## src/rtl/icache_ctrl_if.sv

```systemverilog
`default_nettype none
// ============================================================================
// Module      : icache_ctrl_if
// Description : Fetch-port and memory-port bundle for the instruction cache.
// Revision    : 1.0 - initial release
// ============================================================================
interface icache_ctrl_if;
    // datapath fetch side
    logic        imemREN;
    logic [31:0] imemaddr;
    logic        ihit;
    logic [31:0] imemload;
    logic        iflush;
    // memory side
    logic        iREN;
    logic [31:0] iaddr;
    logic [31:0] iload;
    logic        iwait;

    modport slave (
        input  imemREN, imemaddr, iflush, iload, iwait,
        output ihit, imemload, iREN, iaddr
    );

    modport master (
        output imemREN, imemaddr, iflush, iload, iwait,
        input  ihit, imemload, iREN, iaddr
    );
endinterface
`default_nettype wire

```

## src/rtl/icache_ctrl.sv

```systemverilog
`default_nettype none
// ============================================================================
// Module      : icache_ctrl
// Description : Direct-mapped 16-frame read-only instruction cache controller.
// Revision    : 1.0 - initial release
// ============================================================================
module icache_ctrl (
    input  wire logic    CLK,
    input  wire logic    nRST,
    icache_ctrl_if.slave bus
);
    localparam int unsigned c_num_frames = 16;

    typedef enum logic [0:0] {
        IDLE  = 1'b0,
        FETCH = 1'b1
    } state_t;

    state_t      r_state;
    state_t      w_next_state;

    logic [15:0] r_valid;
    logic [25:0] r_tag  [c_num_frames];
    logic [31:0] r_data [c_num_frames];
    logic [31:0] r_miss_addr;

    logic [3:0]  w_idx;
    logic [25:0] w_tag;
    logic [3:0]  w_miss_idx;
    logic        w_hit;
    logic        w_miss;
    logic        w_fill;
    logic        w_ihit;
    logic [31:0] w_imemload;
    logic        w_iren;
    logic [31:0] w_iaddr;

    assign w_idx      = bus.imemaddr[5:2];
    assign w_tag      = bus.imemaddr[31:6];
    assign w_miss_idx = r_miss_addr[5:2];
    assign w_hit      = r_valid[w_idx] && (r_tag[w_idx] == w_tag);

    always_comb begin
        w_next_state = r_state;
        w_ihit       = 1'b0;
        w_imemload   = 32'h0;
        w_iren       = 1'b0;
        w_iaddr      = 32'h0;
        w_miss       = 1'b0;
        w_fill       = 1'b0;
        case (r_state)
            IDLE: begin
                if (bus.imemREN) begin
                    if (w_hit) begin
                        w_ihit     = 1'b1;
                        w_imemload = r_data[w_idx];
                    end else begin
                        w_miss       = 1'b1;
                        w_next_state = FETCH;
                    end
                end
            end
            FETCH: begin
                // Memory port is driven purely from registered state so it stays
                // stable across the whole fetch regardless of the live PC.
                w_iren  = 1'b1;
                w_iaddr = r_miss_addr;
                if (!bus.iwait) begin
                    w_fill       = 1'b1;
                    w_next_state = IDLE;
                end
            end
            default: w_next_state = IDLE;
        endcase
    end

    assign bus.ihit     = w_ihit;
    assign bus.imemload = w_imemload;
    assign bus.iREN     = w_iren;
    assign bus.iaddr    = w_iaddr;

    always_ff @(posedge CLK or negedge nRST) begin
        if (!nRST) begin
            r_state <= IDLE;
        end else begin
            r_state <= w_next_state;
        end
    end

    always_ff @(posedge CLK or negedge nRST) begin
        if (!nRST) begin
            r_miss_addr <= 32'h0;
        end else if (w_miss) begin
            r_miss_addr <= {bus.imemaddr[31:2], 2'b00};
        end
    end

    // Flush is placed after the fill so a coincident flush leaves the frame invalid.
    always_ff @(posedge CLK or negedge nRST) begin
        if (!nRST) begin
            r_valid <= 16'h0;
        end else begin
            if (w_fill) begin
                r_valid[w_miss_idx] <= 1'b1;
            end
            if (bus.iflush) begin
                r_valid <= 16'h0;
            end
        end
    end

    always_ff @(posedge CLK or negedge nRST) begin
        if (!nRST) begin
            for (int i = 0; i < c_num_frames; i++) begin
                r_tag[i]  <= 26'h0;
                r_data[i] <= 32'h0;
            end
        end else if (w_fill) begin
            r_tag[w_miss_idx]  <= r_miss_addr[31:6];
            r_data[w_miss_idx] <= bus.iload;
        end
    end
endmodule
`default_nettype wire

```

## src/flat_wrapper.sv

```systemverilog
// flat-port wrapper written by rule: the top's interface ports become plain ports
module icache_ctrl_flat 
  (CLK, nRST, bus_imemREN, bus_imemaddr, bus_iflush, bus_iload, bus_iwait, bus_ihit, bus_imemload, bus_iREN, bus_iaddr);
  icache_ctrl_if bus_i ();
  input  wire logic CLK;
  input  wire logic nRST;
  input wire logic [$bits(bus_i.imemREN)-1:0] bus_imemREN;
  input wire logic [$bits(bus_i.imemaddr)-1:0] bus_imemaddr;
  input wire logic [$bits(bus_i.iflush)-1:0] bus_iflush;
  input wire logic [$bits(bus_i.iload)-1:0] bus_iload;
  input wire logic [$bits(bus_i.iwait)-1:0] bus_iwait;
  output wire logic [$bits(bus_i.ihit)-1:0] bus_ihit;
  output wire logic [$bits(bus_i.imemload)-1:0] bus_imemload;
  output wire logic [$bits(bus_i.iREN)-1:0] bus_iREN;
  output wire logic [$bits(bus_i.iaddr)-1:0] bus_iaddr;
  assign bus_i.imemREN = bus_imemREN;
  assign bus_i.imemaddr = bus_imemaddr;
  assign bus_i.iflush = bus_iflush;
  assign bus_i.iload = bus_iload;
  assign bus_i.iwait = bus_iwait;
  assign bus_ihit = bus_i.ihit;
  assign bus_imemload = bus_i.imemload;
  assign bus_iREN = bus_i.iREN;
  assign bus_iaddr = bus_i.iaddr;
  icache_ctrl u_core (.CLK(CLK), .nRST(nRST), .bus(bus_i));
endmodule
```

## config.mk

```make
export PLATFORM = sky130hd
export DESIGN_NAME = icache_ctrl_flat
export DESIGN_NICKNAME = d
export VERILOG_FILES = /design/src/rtl/icache_ctrl_if.sv /design/src/rtl/icache_ctrl.sv /design/src/flat_wrapper.sv
export SDC_FILE = /design/constraint.sdc
export NUM_CORES = 1
export LEC_CHECK = 0
export CAP_MARGIN = 20
export CELL_PAD_IN_SITES_DETAIL_PLACEMENT = 1
export CELL_PAD_IN_SITES_GLOBAL_PLACEMENT = 2
export CORE_MARGIN = 8
export CORE_UTILIZATION = 33
export DETAILED_ROUTE_END_ITERATION = 7
export MAX_ROUTING_LAYER = met4
export PLACE_DENSITY = 0.66
export SYNTH_ARGS = -nofsm -noshare
export SYNTH_HDL_FRONTEND = slang
export SYNTH_SLANG_ARGS = --single-unit
```

## constraint.sdc

```tcl
create_clock -name CLK -period 3.1 [get_ports CLK]
set_input_delay 0.31 -clock CLK [delete_from_list [all_inputs] [get_ports CLK]]
set_output_delay 0.31 -clock CLK [all_outputs]
set_load 0.005 [all_outputs]
```

* Word level (Yosys, flattened, before mapping)
Index checks and enable logic that the tools add are counted.
Operators by class: bitwise logic cells 4, reduce and logical (&&, ||, !) cells 4, order comparisons 6, muxes and demuxes 33, equality and inequality tests 1
Operators by type and width (number):
- 512-bit bitwise mux | 1
- 416-bit bitwise mux | 1
- 32-bit two-way mux | 7
- 32-bit binary-select mux with 4-bit select | 1
- 32-bit demux with 4-bit select | 1
- 26-bit binary-select mux with 4-bit select | 1
- 26-bit demux with 4-bit select | 1
- 26-bit two-way mux | 3
- 16-bit two-way mux | 2
- 26-bit equality test | 1
- 16-bit bitwise OR | 1
- 1-bit two-way mux | 12
- 5-bit >= comparator (second input constant) | 2
- 4-bit by 5-bit less-than comparator with 1-bit output (second input constant) | 2
- 4-bit NOT with 5-bit output | 2
- 5-bit by 1-bit less-than comparator with 1-bit output (second input constant) | 1
- 1-bit binary-select mux with 4-bit select | 1
- 1-bit demux with 4-bit select | 1
- 4-bit by 1-bit >= comparator with 1-bit output (second input constant) | 1
- 1-bit logical AND | 3
- 1-bit case mux with 2 select lines | 1
- 2-bit nonzero test | 1
- 1-bit NOT | 1
Word-level totals: output and inout bits 66, flip-flop bits (word level) 975

* Depth between registers and ports, before layout
Gate-level depths: netlist (run 1).
depth after elaboration 9, depth in mapped cells 13

* Least setup slack after synthesis (run 1)
Ideal clock, no wire load.
kind input port to output port, start in bus_imemaddr[4], end out bus_imemload[22], path slack 0.000 ns, data arrival time 2.790 ns, path buffers 4, stages 12, cells stage by stage buf_4 buf_6 buf_2 mux4_2 mux2i_1 xor2_1 nand3_1 a221o_1 nor4_1 and4b_1 buf_2 and2_1
On the way: cells in the longest elaborated chain, start to end 9, elaborated cells on any way between the ends 14
Ends and longest elaborated chain:
- start: declaration | RTL line flat_wrapper.sv:8 | input wire logic [$bits(bus_i.imemaddr)-1:0] bus_imemaddr;
- 4-bit NOT with 5-bit output (not written as such) | RTL line icache_ctrl.sv:41, icache_ctrl.sv:56
- 26-bit binary-select mux with 4-bit select | RTL line icache_ctrl.sv:41 | assign w_hit = r_valid[w_idx] && (r_tag[w_idx] == w_tag);
- 26-bit two-way mux (not written as such) (2 in a row) | RTL line icache_ctrl.sv:41
- 26-bit equality test | RTL line icache_ctrl.sv:41
- 1-bit logical AND | RTL line icache_ctrl.sv:41
- 32-bit two-way mux * | RTL line icache_ctrl.sv:54 | if (w_hit) begin
- 32-bit two-way mux * | RTL line icache_ctrl.sv:53 | if (bus.imemREN) begin
- 32-bit two-way mux * | RTL line icache_ctrl.sv:51 | case (r_state)
- end: declaration | RTL line flat_wrapper.sv:13 | output wire logic [$bits(bus_i.imemload)-1:0] bus_imemload;
Every way passes the cells marked *; elsewhere a longest branch is shown, timed or not. The select of a mux whose other input is x is not followed.

* Worst setup path after layout (run 1)
start reg u_core.r_tag[1] (netlist name), end out bus_imemload[26]
On the way: cells in the longest elaborated chain, start to end 8
Ends and longest elaborated chain:
- start: declaration | RTL line icache_ctrl.sv:23 | logic [25:0] r_tag [c_num_frames];
- start signal: indexed assignment | RTL line icache_ctrl.sv:119 | r_tag[w_miss_idx] <= r_miss_addr[31:6];
- 26-bit binary-select mux with 4-bit select | RTL line icache_ctrl.sv:41
- 26-bit two-way mux (not written as such) (2 in a row) | RTL line icache_ctrl.sv:41
- 26-bit equality test | RTL line icache_ctrl.sv:41
- 1-bit logical AND | RTL line icache_ctrl.sv:41
- 32-bit two-way mux | RTL line icache_ctrl.sv:54
- 32-bit two-way mux | RTL line icache_ctrl.sv:53
- 32-bit two-way mux | RTL line icache_ctrl.sv:51
Every way passes these cells. The select of a mux whose other input is x is not followed.

==> results of run 1 <==
through the flow:
| step | power (mW) | cells | hold WS, ps | instance area (um2) |
|---|---|---|---|---|
| CTS | 45.5 | 4885 | 210 | 53100 |
| global route | 47.4 | 4911 | 237 | 53400 |
| floorplan | 28.3 | 2805 | 14.4 | 44600 |
| finish | 45.0 | 4911 | 244 | 53400 |
| detailed placement | 32.2 | 4678 | 388 | 49300 |
| global placement | 31.1 | 4678 | 369 | 49300 |
worst min path at each step:
stage	startpoint	end	slack, ps	cells past startpoint
floorplan	nRST	u_core.r_data[0]	10	0
global placement	nRST	u_core.r_tag[18]	370	1
detailed placement	nRST	u_core.r_tag[44]	390	1
CTS	nRST	u_core.r_tag[44]	210	2
global route	nRST	u_core.r_tag[44]	240	2
finish	nRST	u_core.r_tag[44]	240	2
layout make-up:
type,instances,share of cell area
flip-flops and latches,975,0.457
clock buffers,171,0.0622
multi-input cells,1569,0.361
clock inverters,31,0.00515
well taps,1781,0.0417
repair buffers,363,0.0721
inverters,13,0.000960
diodes,8,0.000375
timing repair:
action                                 4_1_cts  5_1_grt
gates resized for setup                     22      117
hold buffers                                 1        0
pin swaps                                    1        1
setup endpoints to repair                   35       64
endpoints found under the hold margin       38        0
gates cloned                                 2        3
setup buffers                                2       17
cells in the mapped netlist (15+ instances only):
library cell / count / area, um2
buf_2: 29 / 145
a21oi_1: 16 / 80.1
nor2_1: 25 / 93.8
mux2_4: 29 / 435
clkbuf_1: 136 / 510
nand2_1: 24 / 90.1
a22oi_1: 18 / 135
mux2i_1: 73 / 731
xnor2_1: 16 / 140
buf_1: 56 / 210
and2_1: 64 / 400
xor2_1: 19 / 166
nor2b_1: 15 / 93.8
mux4_2: 242 / 5450
mux2_2: 934 / 10500
dfrtp_1: 975 / 24400
metal layers:
metal  vias to the layer above  global-route usage
met5                         -                   -
met4                         0              0.0478
met3                       204              0.0298
met2                       434               0.304
met1                     14200               0.245
li1                      10900                   -
power by group through the flow:
stage	Clock [mW]	Sequential [mW]	Combinational (mW)
after detailed placement	0	21.3	10.9
after CTS	13.3	21.1	11.0
after floorplan	0	19.8	8.43
final	12.9	21.1	10.9
after global routing	13.8	21.8	11.8
after global placement	0	20.7	10.4
registers in the layout (all words and copies together), names as in the netlist:
| signal | cells |
|---|---|
| u_core.r_data | 512 |
| u_core.r_miss_addr | 30 |
| u_core.r_state | 1 |
| u_core.r_tag | 416 |
| u_core.r_valid | 16 |
cell families (layout without fill, tap and decap cells):
family | Yosys count | in the layout | synth area share
AND/OR/NAND/NOR | 174 | 174 | 0.0221
XOR/XNOR | 35 | 35 | 0.00687
other | 1 | 10 | 0.0000841
buffers and inverters | 261 | 578 | 0.0260
multiplexers | 1279 | 1279 | 0.385
flip-flops | 975 | 975 | 0.547
AO/OA/AOI/OAI | 79 | 79 | 0.0129
worst max-delay path, stage by stage (launching register included):
cell,delay (ps)
dfrtp_1,380
mux4_2,470
mux4_2,510
xnor2_2,180
buf_6,150
o211ai_1,140
nor4_4,300
and4b_4,290
buf_12,160
buf_6,140
and2_1,120
clkdlybuf4s50_1,510
==> impl_metrics.csv, run 1 <==
group,metric,value,unit
status,outcome,"complete, but fails checks",
status,failed_checks,"setup timing",
floorplan,dieArea,147000,um2
global_routing,grt_pass1_vias,29900,
cells_and_area,multi_input_area,19300,um2
cells_and_area,regArea,24400,um2
yosys,synth_cells,2804,
floorplan,fp.coreArea,135000,um2
worst_setup_path,cp-endpoint,"bus_imemload[26]",
power,power.switching,12.3,mW
place,place.gp.congestion,0.759,
place,dp_hpwl,80.6,mm
worst_setup_path,r2r_start,"u_core.r_tag[1]",
cells_and_area,utilization,0.396,
clock_tree,numCtsBuffers,109,
cells_and_area,final_common_cell,"dfrtp_1",
worst_setup_path,startpoint_type,"register",
clock_tree,cts_tree,"done",
sta,fin_ws,-1280,ps
worst_setup_path,cp-startpoint,"u_core.r_tag[1]",
drt,wl_met1,59.9,mm
drt,drc_errors,0,
clock_tree,clk_pin_slew,60,ps
place,numPortBuffers,130,
sta,relSlewSlack,0.324,
yosys,yosysUniqueCellTypes,60,
sta,slew_viol_final,0,
yosys,synth_top_flop_cell,"dfrtp_1",
drt,ant_nets,0,
power,power.leakage,24.0,nW
yosys,ys_seq_elements,975,
sta,rsz0062_at_grt,"yes",
cells_and_area,syn2layout_area_growth,19.8,%
worst_setup_path,required,2790,ps
clock_tree,cts_root_buf,"clkbuf_16",
clock_tree,clock_sinks,975,
drt,via_per_inst,5.24,
sta,tns,-35870,ps
drt,dr_total_vias,25700,
yosys,synth_area,44600,um2
sta,layout_min_cycle_time,4380,ps
sta,finalSetupViolCount,48,
drt,dr.max_layer_used,"met4",
run,cap_violations,0,
worst_setup_path,crit_type,"register to output port",
power,ir_worst_vdd,0.447,mV
cells_and_area,final_cell_mix,"dfrtp_1, mux2_2, mux4_2",
yosys,avgSynthCellArea,15.9,um2
power,power_frac_clock,0.287,
hold_path,holdCritPathClass,"primary input to asynchronous set/reset pin",
cells_and_area,fill_cells,13400,
floorplan,std_cell_rows,135,
global_routing,grt_pass1_wl,203,mm
sta,worst_pin_slew,1010,ps
clock_tree,clkLatencyLatePin,710,ps
drt,drt-initial-drc-count,1343,
power,p_int,32.6,mW
power,powerDensity,842,nW/um2
power,p_comb_frac,0.242,
sta,skew,22.8,ps
worst_setup_path,regToRegSetupSlack,-20,ps
yosys,async_flop_share,1.00,
yosys,synth_edf_count,0,
worst_setup_path,crit_fanout,5,
cells_and_area,nets,3100,
worst_setup_path,r2r_end,"u_core.r_miss_addr[11]",
sta,min_period_over_period,1.41,
drt,wl,133,mm
clock_tree,clockBufferDepth,3,
floorplan,start_util,0.331,
power,swShare,0.274,
floorplan,top_level_ports,135,
drt,dr_wl_met2,65.5,mm
floorplan,die_h,384,um
cells_and_area,drive_above_1_share,0.544,
global_routing,grt.total_usage,0.187,
worst_setup_path,critPathArrivalTime,4070,ps
sta,fmax,229,MHz
drt,wl_met3,4.54,mm
drt,drtPass1Iterations,4,
global_routing,grt_start_max_net_pins,96,
yosys,synth-seq-area-share,0.547,
worst_setup_path,end_kind,"output port",
worst_setup_path,reg2reg_depth,11,
floorplan,die_w,384,um
yosys,yosys_warnings,0,
drt,wl_per_cell,27.1,um
global_routing,grt_overflow,0,
place,place_ws,-1150,ps
sta,hold_viol_final,0,
global_routing,antenna_found_initial,12,
clock_tree,cts_htree_levels,3,
power,p_seq_frac,0.470,
(Power assumes the default switching activity.)
==> run 2, diff against run 1 <==
Settings changed: CORE_MARGIN 8 to not set.
==> run 2 against run 1 <==
  * Cell count down 0.59%
  * Critical path depth down 1
  * Clock skew up 10 ps
  * Clock power up 7%
  * Setup slack better by 1.4 ps
  * The flow finishes with violations (DRC, setup timing)
  * Via count about the same
  * Critical endpoint is now bus_imemload[9]
  * Worst hold slack worse by 3.5 ps
  * Sequential cell count unchanged
  * Total power up 1.7%
  * Non-clock buffer count down 28
  * Utilization up 0.29 points
  * Largest cell class unchanged
  * Design area about the same
==> impl_metrics.csv, run 2 (synthesis results as in run 1) <==
group,metric,value,unit
cells_and_area,utilization,0.399,
worst_setup_path,required,2790,ps
global_routing,antenna_found_initial,17,
clock_tree,cts_htree_levels,3,
status,outcome,"complete, but fails checks",
cells_and_area,regMostFlops,"u_core.r_data",
cells_and_area,final_common_cell,"dfrtp_1",
clock_tree,cts_tree,"done",
cells_and_area,largest_reg_flops,512,
drt,drc_errors,16,
cells_and_area,nets,3074,
clock_tree,cts_root_buf,"clkbuf_16",
drt,drtPass1Iterations,8,
drt,wl_per_cell,27.1,um
cells_and_area,top_regs,"u_core.r_data (512), u_core.r_tag (416), u_core.r_miss_addr (30)",
drt,via_per_inst,5.27,
sta,finalSetupViolCount,39,
sta,rsz0062_at_grt,"yes",
drt,wl,132,mm
worst_setup_path,crit_fanout,15,
global_routing,grt.total_usage,0.203,
clock_tree,numCtsBuffers,111,
clock_tree,clockBufferDepth,3,
sta,hold_viol_final,0,
place,placedCellCount,4648,
drt,dr_total_vias,25700,
power,total_power,45.7,mW
drt,drt-initial-drc-count,1428,
run,cap_violations,0,
worst_setup_path,end_kind,"output port",
floorplan,die_h,370,um
cells_and_area,regArea,24400,um2
status,failed_checks,"DRC, setup timing",
cells_and_area,final_cell_mix,"dfrtp_1, mux2_2, mux4_2",
sta,layout_min_cycle_time,4370,ps
hold_path,holdCritPathClass,"primary input to asynchronous set/reset pin",
floorplan,fp.coreArea,134000,um2
cells_and_area,fin_cells,4882,
floorplan,die_w,370,um
worst_setup_path,worstPathCellList,"mux4_2 -> mux2i_1 -> xor2_2 -> nand3_1 -> a221o_1 -> nor4_4 -> and4b_4 -> buf_12 -> and2_1 -> clkdlybuf4s50_1",
worst_setup_path,crit_type,"register to output port",
drt,ant_nets,0,
floorplan,dieArea,137000,um2
floorplan,start_util,0.333,
global_routing,grt_overflow,0,
clock_tree,clkLatencyLatePin,710,ps
sta,slew_viol_final,0,
sta,fmax,229,MHz
sta,relSlewSlack,0.431,
cells_and_area,drive_above_1_share,0.538,
sta,min_period_over_period,1.41,
global_routing,grt_pass1_vias,29500,
global_routing,grt_pass1_wl,200,mm
power,powerDensity,856,nW/um2
global_routing,grt_start_max_net_pins,137,
floorplan,std_cell_rows,134,
worst_setup_path,startpoint_type,"register",
power,power.leakage,24.0,nW
sta,worst_pin_slew,853,ps
clock_tree,clk_pin_slew,60,ps
place,dp_hpwl,80.1,mm
sta,skew,33.0,ps
worst_setup_path,reg2reg_depth,9,
floorplan,top_level_ports,135,
clock_tree,clock_sinks,975,
worst_setup_path,crit_path_max_incr_delay,500,ps
place,place.gp.congestion,0.788,
worst_setup_path,critPathArrivalTime,4060,ps
cells_and_area,fill_cells,13300,
cells_and_area,multi_input_area,19300,um2
worst_setup_path,cp_slowest_cell,"clkdlybuf4s50_1",
place,numPortBuffers,130,
power,ir_worst_vdd,0.464,mV
cells_and_area,syn2layout_area_growth,19.8,%
sta,fin_ws,-1270,ps
-- run 2: changes by cell type in the layout (fill, tap and decap cells not counted), moves of 7 or more --
cell	delta
diode_2	+7
clkbuf_1	-12
and2_4	-7
buf_6	-9
buf_4	-24
and2_1	+7
-- run 2: worst max-delay path, delay by kind of cell, from the launching register on --
family	cells	cell delay, ps
and+or+nand+nor	4	880
xor gates and xnor gates	1	280
AOI/OAI and AO/OA	1	380
buffers and inverters	2	700
muxes	2	700
DFF	1	390
-- run 2: cell type report --
cell class	count	area share
multi-input cells	1569	0.361
clock buffers	166	0.0634
flip-flops and latches	975	0.457
diodes	15	0.000703
well taps	1768	0.0414
clock inverters	41	0.00939
inverters	13	0.000960
repair buffers	335	0.0669
-- run 2: worst paths after layout --
path,start,endpoint,slack (ps)
min,nRST,u_core.r_tag[36],240
min in group CLK,bus_imemaddr[3],u_core.r_miss_addr[3],300
max in group asynchronous,nRST,u_core.r_data[47],1910
min reg2reg,u_core.r_data[484],u_core.r_data[484],500
max reg2reg,u_core.r_tag[214],u_core.r_miss_addr[29],-10
max,u_core.r_tag[345],bus_imemload[9],-1270
-- run 2: layer usage --
layer	global-route usage	routed length, um	share of wire	vias up
met1	0.266	58700	0.44	14200
met2	0.317	63900	0.48	504
met5	-	0	0	-
met4	0.0696	4170	0.031	0
met3	0.0341	5520	0.042	249
li1	-	-	-	10800
-- run 2: per-stage QoR --
stage                     hold WS [ps]  cell area (um2)  setup TNS [ps]  worst slack [ps]
after detailed placement           163            49200          -54490             -1130
after CTS                          192            53300          -41630             -1440
after global placement             163            49200          -50560             -1020
final                              241            53400          -34930             -1270
after global routing               231            53400          -41210             -1420
after floorplan                   14.4            44600               0              42.6
-- run 2: repair_timing --
action,4_1_cts,5_1_grt
buffers inserted,3,6
hold endpoints to repair,511,0
gates resized for setup,35,66
gates cloned,1,1
hold buffers,2,0
pin swaps,1,1
endpoints found under the setup margin,63,63
-- run 2: power breakdown --
part	internal [mW]	total (mW)	switching, mW
sequential	18.0	21.1	3.16
clock	8.28	13.8	5.49
combinational	7.04	10.8	3.80
total	33.3	45.7	12.4
==> run 3, diff against run 2 <==
Settings changed: CELL_PAD_IN_SITES_DETAIL_PLACEMENT 1 to 2.
==> run 3 against run 2 <==
  * The run still ends with DRC, setup timing left
  * Design area down 0.59%
  * Setup slack worse by 130 ps
  * Combinational power about the same
  * Critical path depth unchanged
  * Utilization down 0.24 points
==> impl_metrics.csv, run 3 (synthesis results as in run 1) <==
group,metric,value,unit
drt,drt-initial-drc-count,1368,
sta,holdWs,231,ps
sta,relSlewSlack,0.420,
global_routing,grt_start_max_net_pins,137,
drt,dr_total_vias,25900,
cells_and_area,largest_reg_flops,512,
clock_tree,cts_tree,"done",
clock_tree,cts_htree_levels,3,
drt,via_per_inst,5.31,
drt,drtPass1Iterations,8,
power,power_frac_clock,0.287,
floorplan,start_util,0.333,
sta,rsz0062_at_grt,"yes",
cells_and_area,final_cell_mix,"dfrtp_1, mux2_2, mux4_2",
status,failed_checks,"DRC, setup timing",
sta,slew_viol_final,0,
drt,wl,138,mm
drt,ant_nets,0,
global_routing,grt.total_usage,0.212,
worst_setup_path,crit_type,"register to output port",
cells_and_area,regMostFlops,"u_core.r_data",
power,power.switching,12.7,mW
global_routing,grt_pass1_vias,30500,
place,place_ws,-1150,ps
global_routing,antenna_found_initial,12,
sta,hold_viol_final,0,
cells_and_area,drive_above_1_share,0.527,
worst_setup_path,startpoint_type,"register",
clock_tree,cts_root_buf,"clkbuf_16",
floorplan,dieArea,137000,um2
power,total_power,45.3,mW
floorplan,die_w,370,um
cells_and_area,nets,3076,
sta,layout_min_cycle_time,4500,ps
sta,fin_ws,-1400,ps
global_routing,grt_pass1_wl,209,mm
sta,min_period_over_period,1.45,
cells_and_area,fin_cells,4874,
place,dp_hpwl,84.0,mm
worst_setup_path,required,2790,ps
run,cap_violations,0,
place,place.gp.congestion,0.788,
sta,skew,25.7,ps
sta,worst_pin_slew,864,ps
floorplan,top_level_ports,135,
cells_and_area,top_regs,"u_core.r_data (512), u_core.r_tag (416), u_core.r_miss_addr (30)",
global_routing,grt_overflow,0,
power,p_seq_frac,0.470,
clock_tree,numCtsBuffers,109,
worst_setup_path,end_kind,"output port",
worst_setup_path,crit_fanout,16,
sta,finalSetupViolCount,63,
power,p_comb_frac,0.243,
status,outcome,"complete, but fails checks",
clock_tree,clock_sinks,975,
cells_and_area,final_common_cell,"dfrtp_1",
place,placedCellCount,4648,
floorplan,std_cell_rows,134,
power,p_int,32.7,mW
place,numPortBuffers,130,
drt,wl_per_cell,28.4,um
floorplan,die_h,370,um
floorplan,fp.coreArea,134000,um2
drt,drc_errors,6,
power,swShare,0.279,
clock_tree,clkLatencyLatePin,730,ps
worst_setup_path,critPathArrivalTime,4190,ps
clock_tree,clk_pin_slew,60,ps
power,powerDensity,854,nW/um2
power,ir_worst_vdd,0.422,mV
power,power.leakage,23.8,nW
clock_tree,clockBufferDepth,3,
cells_and_area,syn2layout_area_growth,19.1,%
worst_setup_path,reg2reg_depth,11,
hold_path,holdCritPathClass,"primary input to asynchronous set/reset pin",
sta,fmax,222,MHz
==> run 3: changes by cell type in the layout (fill, tap and decap cells not counted), sizes merged, moves of 2 or more <==
cell	delta
clkinv	-13
clkbuf	+6
clkdlybuf4s50	+5
bufinv	-4
diode	-3
inv	+3
buf	+2
clkinvlp	-2
dlygate4sd2	-2
==> run 3: area by class of cell <==
type / count / area (um2)
repair buffers: 339 / 3610
flip-flops and latches: 975 / 24400
fillers: 12800 / 80700
clock buffers: 173 / 3290
multi-input cells: 1569 / 19200
clock inverters: 25 / 280
diodes: 12 / 30.0
well taps: 1768 / 2210
inverters: 13 / 51.3
==> run 3: layer usage <==
metal  routed length [um]  part of all wire  vias up  track usage
li1                     -                 -    10800            -
met1                62000              0.45    14500        0.275
met2                69000              0.50      398        0.349
met3                 4190             0.030      184       0.0307
met4                 2960             0.021        0       0.0540
met5                    0                 0        -            -
==> run 3: path summary, 6_finish.rpt <==
kind | from | end | slack [ps]
setup / recovery | u_core.r_tag[23] | bus_imemload[22] | -1400
hold / removal | nRST | u_core.r_tag[62] | 230
setup reg to reg | u_core.r_tag[1] | u_core.r_miss_addr[27] | -170
hold reg to reg | u_core.r_data[234] | u_core.r_data[234] | 500
max in group asynchronous | nRST | u_core.r_data[3] | 1900
min in group CLK | bus_imemaddr[3] | u_core.r_miss_addr[3] | 280
==> run 3: timing repair <==
| action | 4_1_cts | 5_1_grt |
|---|---|---|
| hold buffers | 2 | 0 |
| pin swaps | 2 | 3 |
| setup endpoints to repair | 63 | 64 |
| resized for setup | 17 | 71 |
| setup buffers | 7 | 10 |
| hold endpoints to repair | 511 | 0 |
| gates cloned | 2 | 1 |
==> run 3: worst max-delay path, stage by stage, from the launching register on <==
cell and delay (ps):
dfrtp_1 390, mux4_2 470, mux2i_1 210, xnor2_1 120
o31ai_1 420, nand4_1 180, nor4_2 400, and4b_4 360
buf_12 210, and2_1 160, clkdlybuf4s50_1 510
==> run 3: through the flow <==
| stage | area, um2 | setup TNS [ps] | utilization |
|---|---|---|---|
| 2_1_floorplan | 44600 | 0 | - |
| 3_3_place_gp | 49200 | -50560 | 0.368 |
| 3_5_place_dp | 49200 | -53770 | 0.368 |
| 4_1_cts | 53000 | -52070 | 0.396 |
| 5_1_grt | 53100 | -49820 | 0.397 |
| 6_report | 53100 | -42870 | 0.397 |
==> run 3: power by group through the flow <==
stage          clock, mW  sequential, mW  combinational (mW)
2_1_floorplan          0            19.8                8.43
3_3_place_gp           0            20.7                10.4
3_5_place_dp           0            21.4                11.0
4_1_cts             13.3            21.3                11.2
5_1_grt             13.8            21.9                11.9
6_report            13.0            21.3                11.0
